[config.mk]
export PLATFORM = sky130hd
export DESIGN_NAME = context_switch_sequencer
export DESIGN_NICKNAME = d
export VERILOG_FILES = /design/src/rtl/context_switch_sequencer_pkg.sv /design/src/rtl/cs_dirty_tracker.sv /design/src/rtl/context_switch_sequencer.sv
export SDC_FILE = /design/constraint.sdc
export NUM_CORES = 1
export LEC_CHECK = 0
export ABC_AREA = 1
export CORE_MARGIN = 3
export CORE_UTILIZATION = 45
export DETAILED_ROUTE_END_ITERATION = 8
export DONT_BUFFER_PORTS = 1
export PLACE_DENSITY = 0.6
export REMOVE_ABC_BUFFERS = 1
export SYNTH_ARGS = -nofsm -noshare
export SYNTH_HDL_FRONTEND = slang
export SYNTH_SLANG_ARGS = --single-unit
[constraint.sdc]
create_clock -name clk -period 5.5 [get_ports clk]
set_clock_uncertainty 0.05 [all_clocks]
set_input_delay 1.1 -clock clk [delete_from_list [all_inputs] [get_ports clk]]
set_output_delay 1.1 -clock clk [all_outputs]
set_load 0.01 [all_outputs]
[src/rtl/context_switch_sequencer_pkg.sv]
// rtl/context_switch_sequencer_pkg.sv - shared FSM encoding and register-index constants for the context-switch sequencer
package context_switch_sequencer_pkg;

  localparam int REG_IDX_W  = 5;
  localparam int WORD_BYTES = 4;
  localparam logic [REG_IDX_W-1:0] FIRST_REG = 5'd1;
  localparam logic [REG_IDX_W-1:0] LAST_REG  = 5'd31;

  typedef enum logic [2:0] {
    CS_IDLE    = 3'd0,
    CS_DRAIN   = 3'd1,
    CS_SAVE    = 3'd2,
    CS_RESTORE = 3'd3,
    CS_DONE    = 3'd4
  } cs_state_e;

endpackage

[src/rtl/cs_dirty_tracker.sv]
// rtl/cs_dirty_tracker.sv - per-register dirty mask with a skip query for the save phase
// Built only when CS_DIRTY_SKIP_EN is defined.
`ifdef CS_DIRTY_SKIP_EN
module cs_dirty_tracker
  import context_switch_sequencer_pkg::*;
#(
  parameter int NUM_REGS = 32
) (
  input  logic                 clk,
  input  logic                 reset,
  input  logic                 i_set_en,
  input  logic [REG_IDX_W-1:0] i_set_idx,
  input  logic                 i_clear,
  input  logic [REG_IDX_W-1:0] i_query_idx,
  output logic                 o_skip
);

  // Starts all-ones so the very first switch saves every register.
  logic [NUM_REGS-1:1] r_mask;

  always_ff @(posedge clk) begin
    if (reset) begin
      r_mask <= '1;
    end else if (i_clear) begin
      r_mask <= '0;
    end else if (i_set_en) begin
      for (int i = 1; i < NUM_REGS; i++) begin
        if (i_set_idx == REG_IDX_W'(i)) begin
          r_mask[i] <= 1'b1;
        end
      end
    end
  end

  always_comb begin
    o_skip = 1'b1;
    for (int i = 1; i < NUM_REGS; i++) begin
      if (i_query_idx == REG_IDX_W'(i)) begin
        o_skip = !r_mask[i];
      end
    end
  end

endmodule
`endif

[src/rtl/context_switch_sequencer.sv]
// rtl/context_switch_sequencer.sv - saves x1..x31 to memory and restores them on an OS context switch
// Optional CS_DIRTY_SKIP_EN: registers not written since the last switch are skipped during save.
module context_switch_sequencer
  import context_switch_sequencer_pkg::*;
#(
  parameter int DATA_WIDTH = 32,
  parameter int ADDR_WIDTH = 32,
  parameter int NUM_REGS   = 32
) (
  input  logic                  clk,
  input  logic                  reset,
  input  logic                  cs_req,
  input  logic [ADDR_WIDTH-1:0] save_base,
  input  logic [ADDR_WIDTH-1:0] restore_base,
  input  logic                  pipe_empty,
  output logic                  pipe_stall,
  output logic                  cs_busy,
  output logic                  cs_done,
  input  logic [REG_IDX_W-1:0]  pipe_rd_addr,
  input  logic                  pipe_wr_en,
  input  logic [REG_IDX_W-1:0]  pipe_wr_addr,
  input  logic [DATA_WIDTH-1:0] pipe_wr_data,
  output logic [REG_IDX_W-1:0]  rf_rd_addr,
  input  logic [DATA_WIDTH-1:0] rf_rd_data,
  output logic                  rf_wr_en,
  output logic [REG_IDX_W-1:0]  rf_wr_addr,
  output logic [DATA_WIDTH-1:0] rf_wr_data,
  output logic                  mem_read,
  output logic                  mem_write,
  output logic [ADDR_WIDTH-1:0] mem_addr,
  output logic [DATA_WIDTH-1:0] mem_wdata,
  input  logic [DATA_WIDTH-1:0] mem_rdata,
  input  logic                  mem_busy
);

  localparam logic [REG_IDX_W-1:0] L_LAST_IDX =
    (NUM_REGS - 1 > int'(LAST_REG)) ? LAST_REG : REG_IDX_W'(NUM_REGS - 1);

  cs_state_e             r_state;
  cs_state_e             w_next;
  logic [REG_IDX_W-1:0]  r_idx;
  logic [ADDR_WIDTH-1:0] r_save_base;
  logic [ADDR_WIDTH-1:0] r_restore_base;
  logic [ADDR_WIDTH-1:0] w_offset;
  logic                  w_accept;
  logic                  w_skip;
  logic                  w_step;
  logic                  w_last_step;

  assign w_accept    = (r_state == CS_IDLE) && cs_req;
  assign w_offset    = ADDR_WIDTH'(r_idx) * ADDR_WIDTH'(WORD_BYTES);
  // A skipped (clean) register advances in one cycle regardless of mem_busy.
  assign w_step      = ((r_state == CS_SAVE) && (w_skip || !mem_busy)) ||
                       ((r_state == CS_RESTORE) && !mem_busy);
  assign w_last_step = w_step && (r_idx == L_LAST_IDX);

`ifdef CS_DIRTY_SKIP_EN
  logic w_track_wr;
  logic w_track_clr;

  assign w_track_wr  = rf_wr_en && ((r_state == CS_IDLE) || (r_state == CS_DRAIN));
  assign w_track_clr = w_last_step && (r_state == CS_RESTORE);

  cs_dirty_tracker #(
    .NUM_REGS(NUM_REGS)
  ) u_dirty (
    .clk         (clk),
    .reset       (reset),
    .i_set_en    (w_track_wr),
    .i_set_idx   (rf_wr_addr),
    .i_clear     (w_track_clr),
    .i_query_idx (r_idx),
    .o_skip      (w_skip)
  );
`else
  assign w_skip = 1'b0;
`endif

  always_ff @(posedge clk) begin
    if (reset) begin
      r_state <= CS_IDLE;
    end else begin
      r_state <= w_next;
    end
  end

  always_ff @(posedge clk) begin
    if (reset) begin
      r_idx          <= FIRST_REG;
      r_save_base    <= '0;
      r_restore_base <= '0;
    end else if (w_accept) begin
      r_idx          <= FIRST_REG;
      r_save_base    <= save_base;
      r_restore_base <= restore_base;
    end else if (w_step) begin
      r_idx <= w_last_step ? FIRST_REG : r_idx + 1'b1;
    end
  end

  always_comb begin
    w_next = r_state;
    case (r_state)
      CS_IDLE:    if (cs_req)      w_next = CS_DRAIN;
      CS_DRAIN:   if (pipe_empty)  w_next = CS_SAVE;
      CS_SAVE:    if (w_last_step) w_next = CS_RESTORE;
      CS_RESTORE: if (w_last_step) w_next = CS_DONE;
      CS_DONE:                     w_next = CS_IDLE;
      default:                     w_next = CS_IDLE;
    endcase
  end

  // DRAIN keeps the pass-through so writebacks already in flight still land.
  always_comb begin
    pipe_stall = (r_state != CS_IDLE);
    cs_busy    = (r_state == CS_SAVE) || (r_state == CS_RESTORE) || (r_state == CS_DONE);
    cs_done    = (r_state == CS_DONE);
    rf_rd_addr = r_idx;
    rf_wr_en   = 1'b0;
    rf_wr_addr = r_idx;
    rf_wr_data = '0;
    mem_read   = 1'b0;
    mem_write  = 1'b0;
    mem_addr   = '0;
    mem_wdata  = '0;
    case (r_state)
      CS_IDLE, CS_DRAIN: begin
        rf_rd_addr = pipe_rd_addr;
        rf_wr_en   = pipe_wr_en;
        rf_wr_addr = pipe_wr_addr;
        rf_wr_data = pipe_wr_data;
      end
      CS_SAVE: begin
        mem_write = !w_skip;
        mem_addr  = r_save_base + w_offset;
        mem_wdata = rf_rd_data;
      end
      CS_RESTORE: begin
        mem_read   = 1'b1;
        mem_addr   = r_restore_base + w_offset;
        rf_wr_en   = !mem_busy;
        rf_wr_data = mem_rdata;
      end
      default: ;
    endcase
  end

endmodule

* Yosys cells after proc, flatten, opt, wreduce, memory -nomap -nowiden
Index checks and enable logic that the tools add are counted.
** Cells by class
- Multiplexer cells :: 14
- $add $sub $neg :: 3
- Reduce and logical (&&, ||, !) cells :: 13
- Eq/ne operators :: 9
** Operators by type and width (count)
- $pmux W32 S2 :: 2
- $add A32 B7 Y32 :: 2
- $mux W32 :: 1
- $mux W5 :: 3
- $mux W3 :: 4
- $pmux W3 S4 :: 1
- $ne A2 B2 Y1 const B :: 4
- $eq A3 B2 Y1 const B :: 2
- $add A5 B1 Y5 const B :: 1
- $eq A5 B5 Y1 const B :: 1
- $logic_and A1 B1 Y1 :: 4
- $reduce_and A4 Y1 :: 1
- $reduce_or A2 Y1 :: 2
- $eq A3 B1 Y1 const B :: 1
- $eq A3 B3 Y1 const B :: 1
- $logic_not A3 Y1 :: 1
- $logic_or A1 B1 Y1 :: 3
- $reduce_bool A3 Y1 :: 1
- $mux W1 :: 2
- $pmux W1 S2 :: 1
- $logic_not A1 Y1 :: 1
** Storage, ports and cells
- Register bits after elaboration :: 72
- Input bits :: 176
- Word-level logic and storage cells :: 43

* Depth between registers and ports, before layout
- Word-level depth :: 6
- Gate-level depth with buffers :: 18
- Gate-level depth less buffers :: 16

* Least setup slack after synthesis
No wires, ideal clock.
- Path type :: reg-to-output
- Start :: register r_state[2]
- End :: output mem_addr[26]
- Cell stages (with the launch flop) :: 18
- Arrival time :: 2.628 ns
- Buffers on the path :: 3
- Path slack :: 1.722 ns
- Required time :: 4.350 ns
- Path through :: dfxtp_1 -> inv_1 -> nand3_2 -> buf_2 -> buf_2 -> clkbuf_1 -> o21ai_0 -> ha_1 -> fa_1 -> nand3_1 -> nand2_1 -> nand2_1 -> a21oi_1 -> nand2_1 -> nor2_4 -> nand3_1 -> nand2_1 -> nor2_1
** On the way
- Cells in the longest elaborated chain, start to end :: 2
** RTL lines
- start: declaration :: line context_switch_sequencer.sv:39 : cs_state_e r_state;
- start signal: assignment :: line context_switch_sequencer.sv:83 : r_state <= w_next;
- $eq A3 B2 Y1 :: line context_switch_sequencer.sv:126 : case (r_state)
- $pmux W32 S2 * :: line context_switch_sequencer.sv:126
- end: declaration :: line context_switch_sequencer.sv:30 : output logic [ADDR_WIDTH-1:0] mem_addr,
Every way passes the cells marked *; elsewhere a longest branch is shown, timed or not.

* Final worst setup path
- Start :: register r_state[0]
- End :: output mem_addr[14]
The elaborated chain is that of the path after synthesis.

==> impl_metrics.env <==
export IMPL_wl_per_cell_microns=18.0
export IMPL_slowest_stage="dfxtp_1"
export IMPL_status="complete, no violations"
export IMPL_startpoint_type="flop"
export IMPL_antenna_found_initial=1
export IMPL_power_leakage_nw=2.46
export IMPL_numCtsBuffers=9
export IMPL_power_density_nw_per_um2=471
export IMPL_crit_top_cell="nand2_1"
export IMPL_num_nets_final=987
export IMPL_fin_crit_ns=4.98
export IMPL_dp_hpwl_microns=13600
export IMPL_post_route_cell_area_sq_um=5210
export IMPL_die_h_microns=111
export IMPL_drt_iter0_markers=261
export IMPL_fp_row_count=37
export IMPL_die_area_sq_um=12300
export IMPL_cts_buffer_depth=2
export IMPL_drive_gt1_frac=0.0558
export IMPL_holdPathStages=2
export IMPL_ios=288
export IMPL_overflow=0
export IMPL_critPathArrivalTime_ns=3.83
export IMPL_avgSynthCellArea_sq_um=5.97
export IMPL_insertion_delay_ns=0.36
export IMPL_holdCritPathClass="flop to flop"
export IMPL_port_buffers=0
export IMPL_hold_end="r_save_base[23]"
export IMPL_critPathRequiredTime_ns=4.35
export IMPL_rsz0062_at_grt="no"
export IMPL_cts_tree="done"
export IMPL_power_mw=2.45
export IMPL_yosysUniqueCellTypes=30
export IMPL_dr_total_vias=5121
export IMPL_start_util=0.472
export IMPL_place_area_sq_um=4990
export IMPL_grt_pass1_wl_microns=25500
export IMPL_cts_sinks=72
export IMPL_critical_path_class="flop to output port"
export IMPL_synth_seq_area_share=0.291
export IMPL_worst_slew_pin_slew_ns=0.890
export IMPL_hold_violations=0
export IMPL_cp_max_fo=29
export IMPL_cts_resized=0
export IMPL_worstReg2RegEnd="r_state[1]"
export IMPL_drc_errors=0
export IMPL_tns_ns=0
export IMPL_r2r_slack_ns=1.66
export IMPL_slew_headroom=0.407
export IMPL_ir_drop_uv=210
export IMPL_endpoint_kind="output port"
export IMPL_gp_congestion=0.942
export IMPL_drtAntennaViolNets=0
export IMPL_maxCapViolCount=0
export IMPL_layout_area_seq_sq_um=1440
export IMPL_slew_viol_final=0
export IMPL_htree_num_levels=3
export IMPL_ys_ff_latch=72
export IMPL_crit_chain="nand3_2 -> o21ai_0 -> ha_1 -> fa_1 -> nand3_1 -> nand2_1 -> nand2_1 -> a21oi_1 -> nand2_1 -> nor2_1 -> o21ai_0 -> nor2_1"
export IMPL_r2r_cells=12
export IMPL_grt_pass1_vias=4626
export IMPL_slowest_delay_ns=0.65
export IMPL_syn_area_sq_um=4960
export IMPL_areaGrowthSynthToFinish_pct=4.99
export IMPL_grt_max_degree=99
export IMPL_path_clk_slew_ns=0.09
export IMPL_period_share=0.905
export IMPL_fmax_ghz=0.201
export IMPL_cts_root_buf="clkbuf_8"
export IMPL_fillCellCount=1122
export IMPL_synth_xor_area_frac=0.00353
export IMPL_synthesis_instances=831
export IMPL_synth_mux_area_frac=0
export IMPL_finalSetupViolCount=0
export IMPL_min_delay_start="r_save_base[23]"
export IMPL_cts_hold_buffers_added=0
export IMPL_die_x_microns=111
export IMPL_multi_input_area_sq_um=2810
export IMPL_synth_compound_area_frac=0.235
export IMPL_synth_simple_gate_area_frac=0.305
export IMPL_postCtsSetupRepairBufs=0
export IMPL_dp_slack_ns=0.909
export IMPL_dr_pass1_iters=5
export IMPL_grtUsageTotal=0.262
export IMPL_drt_total_wl_microns=17000
export IMPL_r2r_start="r_state[0]"
export IMPL_setup_ws_ns=0.522
export IMPL_synth_fa_ha_area_frac=0.0217
export IMPL_vias_per_cell=5.42
export IMPL_coreArea_sq_um=10500
export IMPL_yosysWarnings=0
export IMPL_synth_top_family_by_area="simple AND/OR/NAND/NOR gates"
## per-layer routing
layer / part of all wire / wire (microns) / global-route usage / vias up
li1: - / - / - / 2576
met3: 0.076 / 1290 / 0.0830 / 39
met5: 0 / 0 / 0 / -
met1: 0.38 / 6440 / 0.290 / 2310
met4: 0.047 / 795 / 0.133 / 0
met2: 0.50 / 8440 / 0.450 / 196
## cell usage after synthesis
| master | n | area [sq um] |
|---|---|---|
| buf_1 | 5 | 18.8 |
| xnor2_1 | 1 | 8.76 |
| a21oi_1 | 87 | 435 |
| nand2_1 | 198 | 743 |
| o21ai_1 | 1 | 5.00 |
| nor2_1 | 96 | 360 |
| dfxtp_1 | 72 | 1440 |
| buf_6 | 1 | 11.3 |
| o22ai_1 | 3 | 18.8 |
| a211o_1 | 1 | 8.76 |
| ha_1 | 7 | 87.6 |
| o21ai_0 | 80 | 400 |
| inv_1 | 140 | 526 |
| o21a_1 | 2 | 15.0 |
| nor3_1 | 6 | 30.0 |
| nor2_2 | 6 | 37.5 |
| nand3_2 | 2 | 20.0 |
| nand2_2 | 8 | 50.1 |
| clkbuf_1 | 27 | 101 |
| nor3b_2 | 1 | 12.5 |
| a22o_1 | 32 | 280 |
| nor2_4 | 5 | 56.3 |
| buf_4 | 2 | 15.0 |
| nand4_1 | 11 | 68.8 |
| nand3_1 | 23 | 115 |
| buf_2 | 9 | 45.0 |
| fa_1 | 1 | 20.0 |
| xor2_1 | 1 | 8.76 |
| or2_2 | 2 | 12.5 |
| and3_1 | 1 | 6.26 |
## worst max-delay path, delay by kind of cell (launching register included)
| family | cells | cell delay, ns |
|---|---|---|
| simple gates | 7 | 1.56 |
| flops | 1 | 0.65 |
| compound gates | 3 | 0.79 |
| fa+ha+maj | 2 | 0.47 |
## metrics by stage
stage                util  std cells  hold WS [ns]
floorplan               -        787         0.372
global placement    0.475        928         0.385
detailed placement  0.475        928         0.387
CTS                 0.495        943         0.399
global route        0.496        944         0.419
finish              0.496        944         0.397
## flip-flops by register name, indices dropped and copies added (netlist names)
| name | count |
|---|---|
| r_state | 3 |
| r_save_base | 32 |
| r_idx | 5 |
| r_restore_base | 32 |
## power by group
| group | switching [mW] | internal (mW) | leakage, nW |
|---|---|---|---|
| registers | 0.0922 | 0.659 | 0.595 |
| logic | 0.905 | 0.322 | 1.77 |
| clock network | 0.219 | 0.256 | 0.102 |
| total | 1.22 | 1.24 | 2.46 |
## worst max path at each step
stage | start | end | slack [ns] | depth (start not counted)
2_1_floorplan | r_state[0] | mem_addr[14] | 1.49 | 11
3_3_place_gp | r_state[0] | mem_addr[14] | 1.15 | 12
3_5_place_dp | r_state[0] | mem_addr[14] | 0.91 | 12
4_1_cts | r_state[0] | mem_addr[14] | 0.49 | 12
5_1_grt | r_state[0] | mem_addr[14] | 0.03 | 11
6_report | r_state[0] | mem_addr[14] | 0.52 | 12
## placed cells by master (no fill, tap or decap), drive strengths merged, types with 2 or more instances in the layout
| cell type | netlist | final |
|---|---|---|
| a21oi | 87 | 87 |
| a22o | 32 | 32 |
| buf | 17 | 5 |
| bufinv | 0 | 2 |
| clkbuf | 27 | 9 |
| clkinvlp | 0 | 2 |
| dfxtp | 72 | 72 |
| ha | 7 | 7 |
| inv | 140 | 142 |
| nand2 | 206 | 206 |
| nand3 | 25 | 25 |
| nand4 | 11 | 11 |
| nor2 | 107 | 107 |
| nor3 | 6 | 6 |
| o21a | 2 | 2 |
| o21ai | 81 | 81 |
| o22ai | 3 | 3 |
| or2 | 2 | 2 |
## cells by family after synthesis
kind of cell	Yosys count
simple gates	359
compound gates	206
buf+inv	184
flops	72
fa+ha+maj	8
xor+xnor	2
## layout make-up
class	instances	area share
repair buffers	5	0.00721
diodes	1	0.000481
multi-input cells	575	0.540
clock inverters	6	0.0178
clock buffers	9	0.0238
inverters	140	0.101
flip-flops and latches	72	0.277
well taps	136	0.0327
Power figures use the tool's default switching activity.
